$ cat src/rtl/pe_acc_if.sv
// Handshake bundle between pe_mult, the reduction stage and the PE writeback.
interface pe_acc_if #(
  parameter int ACC_W = 48,
  parameter int CNT_W = 16
);
  logic             mult_valid;
  logic             mult_ready;
  logic [1023:0]    mult_result;
  logic             mult_last;
  logic             acc_valid;
  logic             acc_ready;
  logic [ACC_W-1:0] acc_result;
  logic [CNT_W-1:0] acc_beats;

  modport master (
    output mult_valid, mult_result, mult_last, acc_ready,
    input  mult_ready, acc_valid, acc_result, acc_beats
  );

  modport slave (
    input  mult_valid, mult_result, mult_last, acc_ready,
    output mult_ready, acc_valid, acc_result, acc_beats
  );
endinterface

$ cat src/rtl/pe_acc.sv
// Two-stage adder tree over 32 int32 lane products, followed by a per-group
// accumulator closed by mult_last. Whole pipe stalls while a result is unread.
module pe_acc #(
  parameter int ACC_W = 48,
  parameter int CNT_W = 16
) (
  input  logic     i_clk,
  input  logic     i_rst_n,
  pe_acc_if.slave  io_bus
);
  localparam int NUM_LANES = 32;
  localparam int LANE_W    = 32;
  localparam int GRP       = 4;
  localparam int GRP_LANES = NUM_LANES / GRP;
  localparam int P_W       = 35;
  localparam int S_W       = 37;

  logic                      w_en;
  logic                      w_xfer;
  logic [GRP-1:0][P_W-1:0]   w_part;
  logic [S_W-1:0]            w_sum;
  logic [ACC_W-1:0]          w_nxt;
  logic [CNT_W-1:0]          w_cnt_nxt;

  logic [1:0]                r_vld_pipe;
  logic [1:0]                r_last_pipe;
  logic [GRP-1:0][P_W-1:0]   r_s1_part;
  logic [S_W-1:0]            r_s2_sum;
  logic [ACC_W-1:0]          r_acc;
  logic [CNT_W-1:0]          r_cnt;
  logic                      r_first;
  logic                      r_acc_valid;
  logic [ACC_W-1:0]          r_acc_result;
  logic [CNT_W-1:0]          r_acc_beats;

  assign w_en   = !(r_acc_valid && !io_bus.acc_ready);
  assign w_xfer = io_bus.mult_valid && i_rst_n && w_en;

  assign io_bus.mult_ready = i_rst_n && w_en;
  assign io_bus.acc_valid  = r_acc_valid;
  assign io_bus.acc_result = r_acc_result;
  assign io_bus.acc_beats  = r_acc_beats;

  // 8 lanes of int32 fit in 35 bits, four partials in 37: no tree overflow.
  always_comb begin
    w_part = '0;
    for (int g = 0; g < GRP; g++)
      for (int l = 0; l < GRP_LANES; l++)
        w_part[g] = w_part[g] +
          P_W'($signed(io_bus.mult_result[(g*GRP_LANES+l)*LANE_W +: LANE_W]));
  end

  always_comb begin
    w_sum = '0;
    for (int g = 0; g < GRP; g++)
      w_sum = w_sum + S_W'($signed(r_s1_part[g]));
  end

  always_comb begin
    w_nxt     = (r_first ? '0 : r_acc) + ACC_W'($signed(r_s2_sum));
    w_cnt_nxt = r_first ? CNT_W'(1) : ((&r_cnt) ? r_cnt : r_cnt + CNT_W'(1));
  end

  always_ff @(posedge i_clk) begin
    if (!i_rst_n) begin
      r_vld_pipe   <= '0;
      r_last_pipe  <= '0;
      r_s1_part    <= '0;
      r_s2_sum     <= '0;
      r_acc        <= '0;
      r_cnt        <= '0;
      r_first      <= 1'b1;
      r_acc_valid  <= 1'b0;
      r_acc_result <= '0;
      r_acc_beats  <= '0;
    end else if (w_en) begin
      r_vld_pipe <= {r_vld_pipe[0], w_xfer};
      if (w_xfer) begin
        r_s1_part      <= w_part;
        r_last_pipe[0] <= io_bus.mult_last;
      end
      r_last_pipe[1] <= r_last_pipe[0];
      r_s2_sum       <= w_sum;
      // en high with a pending result implies acc_ready: it is consumed now.
      r_acc_valid    <= 1'b0;
      if (r_vld_pipe[1]) begin
        if (r_last_pipe[1]) begin
          r_acc_result <= w_nxt;
          r_acc_beats  <= w_cnt_nxt;
          r_acc_valid  <= 1'b1;
          r_first      <= 1'b1;
        end else begin
          r_acc   <= w_nxt;
          r_cnt   <= w_cnt_nxt;
          r_first <= 1'b0;
        end
      end
    end
  end
endmodule

$ cat src/flat_wrapper.sv
// flat-port wrapper written by rule: the top's interface ports become plain ports
module pe_acc_flat 
#(
  parameter int ACC_W = 48,
  parameter int CNT_W = 16
)
  (i_clk, i_rst_n, io_bus_mult_valid, io_bus_mult_result, io_bus_mult_last, io_bus_acc_ready, io_bus_mult_ready, io_bus_acc_valid, io_bus_acc_result, io_bus_acc_beats);
  pe_acc_if #(.ACC_W(ACC_W), .CNT_W(CNT_W)) io_bus_i ();
  input  logic i_clk;
  input  logic i_rst_n;
  input wire logic [$bits(io_bus_i.mult_valid)-1:0] io_bus_mult_valid;
  input wire logic [$bits(io_bus_i.mult_result)-1:0] io_bus_mult_result;
  input wire logic [$bits(io_bus_i.mult_last)-1:0] io_bus_mult_last;
  input wire logic [$bits(io_bus_i.acc_ready)-1:0] io_bus_acc_ready;
  output wire logic [$bits(io_bus_i.mult_ready)-1:0] io_bus_mult_ready;
  output wire logic [$bits(io_bus_i.acc_valid)-1:0] io_bus_acc_valid;
  output wire logic [$bits(io_bus_i.acc_result)-1:0] io_bus_acc_result;
  output wire logic [$bits(io_bus_i.acc_beats)-1:0] io_bus_acc_beats;
  assign io_bus_i.mult_valid = io_bus_mult_valid;
  assign io_bus_i.mult_result = io_bus_mult_result;
  assign io_bus_i.mult_last = io_bus_mult_last;
  assign io_bus_i.acc_ready = io_bus_acc_ready;
  assign io_bus_mult_ready = io_bus_i.mult_ready;
  assign io_bus_acc_valid = io_bus_i.acc_valid;
  assign io_bus_acc_result = io_bus_i.acc_result;
  assign io_bus_acc_beats = io_bus_i.acc_beats;
  pe_acc #(.ACC_W(ACC_W), .CNT_W(CNT_W)) u_core (.i_clk(i_clk), .i_rst_n(i_rst_n), .io_bus(io_bus_i));
endmodule
$ cat config.mk
export PLATFORM = sky130hd
export DESIGN_NAME = pe_acc_flat
export DESIGN_NICKNAME = d
export VERILOG_FILES = /design/src/rtl/pe_acc_if.sv /design/src/rtl/pe_acc.sv /design/src/flat_wrapper.sv
export SDC_FILE = /design/constraint.sdc
export NUM_CORES = 2
export LEC_CHECK = 0
export CORE_AREA = 3 3 424 426
export CTS_CLUSTER_DIAMETER = 200
export DETAILED_ROUTE_END_ITERATION = 8
export DIE_AREA = 0 0 427 429
export PLACE_DENSITY = 0.47
export REMOVE_ABC_BUFFERS = 1
export SLEW_MARGIN = 20
export SYNTH_ARGS = -nofsm -noshare
export SYNTH_HDL_FRONTEND = slang
export SYNTH_SLANG_ARGS = --single-unit
$ cat constraint.sdc
create_clock -name i_clk -period 7.4 [get_ports i_clk]
set_input_delay 1.48 -clock i_clk [delete_from_list [all_inputs] [get_ports i_clk]]
set_output_delay 1.48 -clock i_clk [all_outputs]
set_load 0.005 [all_outputs]
==> results.tsv <==
metric	value	unit
cts_buffers	39	
max_freq	0.1404	GHz
final_cells	9168	
ctsRootBufferMaster	clkbuf_16	
synth_cells	5493	
cp.depth	29	
vias	40718	
ys_async_sr_fraction	0	%
r2r_setup_slack	0.66	ns
dp_hpwl	161800	um
portBuffers	1094	
slew_violations	0	
setup_slack	0.2750	ns
use_met1	24.84	%
clk_pin_slew_worst_paths	0.06	ns
area_growth	36.76	%
crit_path_max_fanout	4	
ys_ff_latch	311	
endpoint_kind	flip-flop	
cts_buffer_depth	3	
synth-edff-count	0	
fin_tns_setup	0	ns
synth_common_cells	inv_1 (1,254), fa_1 (691), a21oi_1 (394), ha_1 (390), nand2_1 (338)	
power	26.55	mW
final_util	36.17	%
start_util	26.45	%
use_met3	2.960	%
die_area	0.1832	sq mm
hold_slack	0.4334	ns
skew	0.04789	ns
grt_max_degree	102	
slew_headroom	38.47	%
fill_cells	18547	
crit_path_top_delay_cell	or4_1	
synth_cell_types	82	
io_pins	1095	
slowest_delay	0.50	ns
use_met2	34.75	%
drt_iter0_drc	1731	
max_cap_viol_count	0	
finalSetupViolations	0	
vias_per_cell	4.441	
vdd_ir_drop_max	0.2693	mV
yosysTopAreaCellShare	29.70	%
grt_use_total	19.35	%
period_share	96.28	%
critical_path_class	in2reg	
power_density	416.8	mW/mm^2
final-hold-violation-count	0	
grt_pass1_vias	42952	
worstHoldPathType	reg2reg	
dp_slack	-0.8941	ns
placed_cell_area	0.06211	sq mm
yosysSeqAreaShare	13.37	%
busiest_layer	met2	
ys_warn_count	0	
drt-wirelength-per-cell	19.71	um
period_needed	7.125	ns
critPathTopFamily	compound AO/OA/AOI/OAI gates	
drive_gt1_share	5.990	%
p_leak	30.03	nW
cp_num_buf_inv	4	
die_w	427	um
clk_latency	0.60	ns
firstDrtPassIters	8	
nets	8891	
syn_avg_cell_area	8.480	sq um
min_path_cells	2	
fp.dieH	429	um
gp_congestion	0.8958	
startpoint_type	input port	
worstPathArrival	7.56	ns
synthTopCellsByArea	fa_1 (30%), dfxtp_1 (13%), ha_1 (10%), inv_1 (10%), a21oi_1 (4.2%)	
crit_required	7.83	ns
final_area	0.06370	sq mm
timing.critical_path.mode_cell	a21o_1	
tightest_slew	0.9229	ns
grt_overflow_total	0	
syn-cell-area	0.04658	sq mm
htree_levels	2	
numPlacedInstances	9076	
antenna_found_initial	38	
synth_top_area_cell	fa_1	
grt_pass1_wl	266700	um
rows	154	
postRouteAntennaNets	0	
core	0.1761	sq mm
outcome	completed	
synth_most_common_cell	inv_1	
drt-total-wl	180700	um
remaining_drc_errors	0	
cts_hold_buf	0	
cts_sinks	311	
cts_tree	done	
r2r_cells	26	
synthFlopType	dfxtp_1	
## worst paths after layout
path                                endpoint                       start
setup / recovery       u_core.r_s1_part[103]     io_bus_mult_result[514]
hold reg to reg   u_core.io_bus.acc_beats[0]  u_core.io_bus.acc_beats[0]
setup reg to reg         u_core.r_s2_sum[35]        u_core.r_s1_part[35]
hold / removal    u_core.io_bus.acc_beats[0]  u_core.io_bus.acc_beats[0]
## registers in the layout, indices dropped and copies added, names as in the netlist
name,count
u_core.r_vld_pipe,2
u_core.r_cnt,16
u_core.r_s2_sum,37
u_core.r_s1_part,140
u_core.io_bus.acc_valid,1
u_core.io_bus.acc_beats,16
u_core.r_last_pipe,2
u_core.r_first,1
u_core.r_acc,48
u_core.io_bus.acc_result,48
## worst register-to-register path, stage by stage (launching register included)
cell and delay, ns:
dfxtp_1 0.45, ha_1 0.22, inv_1 0.06, fa_1 0.40, nor2b_1 0.17, o31ai_1 0.14
a211oi_1 0.45, o41a_1 0.32, nand3_1 0.11, a21oi_1 0.16, nor2_1 0.08, xnor2_1 0.49
fa_1 0.51, inv_1 0.06, ha_1 0.24, a21oi_1 0.30, o21bai_1 0.10, a21oi_1 0.21
o21a_1 0.15, o211a_1 0.15, a2bb2oi_1 0.37, o21ai_1 0.20, o31ai_1 0.43, nor3_1 0.10
nor2_1 0.14, xor2_1 0.45, a21oi_1 0.13
## what timing repair did
action	CTS	global route
endpoints found under the setup margin	4	18
pin swaps	2	20
gates resized for setup	10	28
buffers inserted	0	4
## cells in the final DEF (no fill, tap or decap), types with 28 or more instances in the layout
master           synthesis  routed
xnor2_1                192     192
a211oi_1                41      39
nand4_1                 28      28
a21o_1                 185     185
nor2_1                 216     212
fa_1                   691     690
dfxtp_1                311     310
a22o_1                  53      53
a21oi_1                394     392
nor2b_1                 98      96
nor3_1                  58      58
nand3_1                171     171
clkbuf_16                0      39
xor2_1                 154     152
buf_4                    0     272
o21bai_1                42      42
ha_1                   390     387
nand2b_1                68      67
a31oi_1                 36      35
nand2_1                338     336
and3_1                  32      31
o21ai_0                281     278
clkdlybuf4s50_1          0    1090
inv_1                 1254    1252
o21a_1                  50      50
## power breakdown
part	total, mW	internal, mW	leakage (nW)	switching, mW
sequential	2.37	2.10	2.55	0.273
combinational	22.1	10.2	26.8	11.9
clock	2.05	1.22	0.670	0.834
## area by class of cell
class / count / area [sq um] / area share (%)
Clock inverter: 15 / 236.5 / 0.3712
Multi-Input combinational cell: 3806 / 35390 / 55.56
Sequential cell: 311 / 6230 / 9.779
Antenna cell: 17 / 42.54 / 0.06678
Inverter: 1255 / 4713 / 7.399
Clock buffer: 56 / 1130 / 1.774
Timing Repair Buffer: 1368 / 13030 / 20.46
Tap cell: 2340 / 2928 / 4.596
## routing by layer
layer	part of all wire (%)	vias up	wire, um
met5	0.092	-	167
met4	1.1	24	2028
met3	4.6	111	8338
met2	51	794	91440
met1	44	19453	78700
li1	-	20336	-
## cells by family (layout without fill, tap and decap cells)
group                      after synthesis  count (layout)  share of synthesized area (%)
AOI/OAI and AO/OA                     1276            1276                          17.34
xor gates and xnor gates               346             346                          6.505
adders and majority gates             1081            1081                          40.17
buffers and inverters                 1376            2694                          11.09
DFF                                    311             311                          13.37
muxes                                    9               9                         0.2015
other                                    0              17                              0
and+or+nand+nor                       1094            1094                          11.32
(Power assumes the default switching activity.)
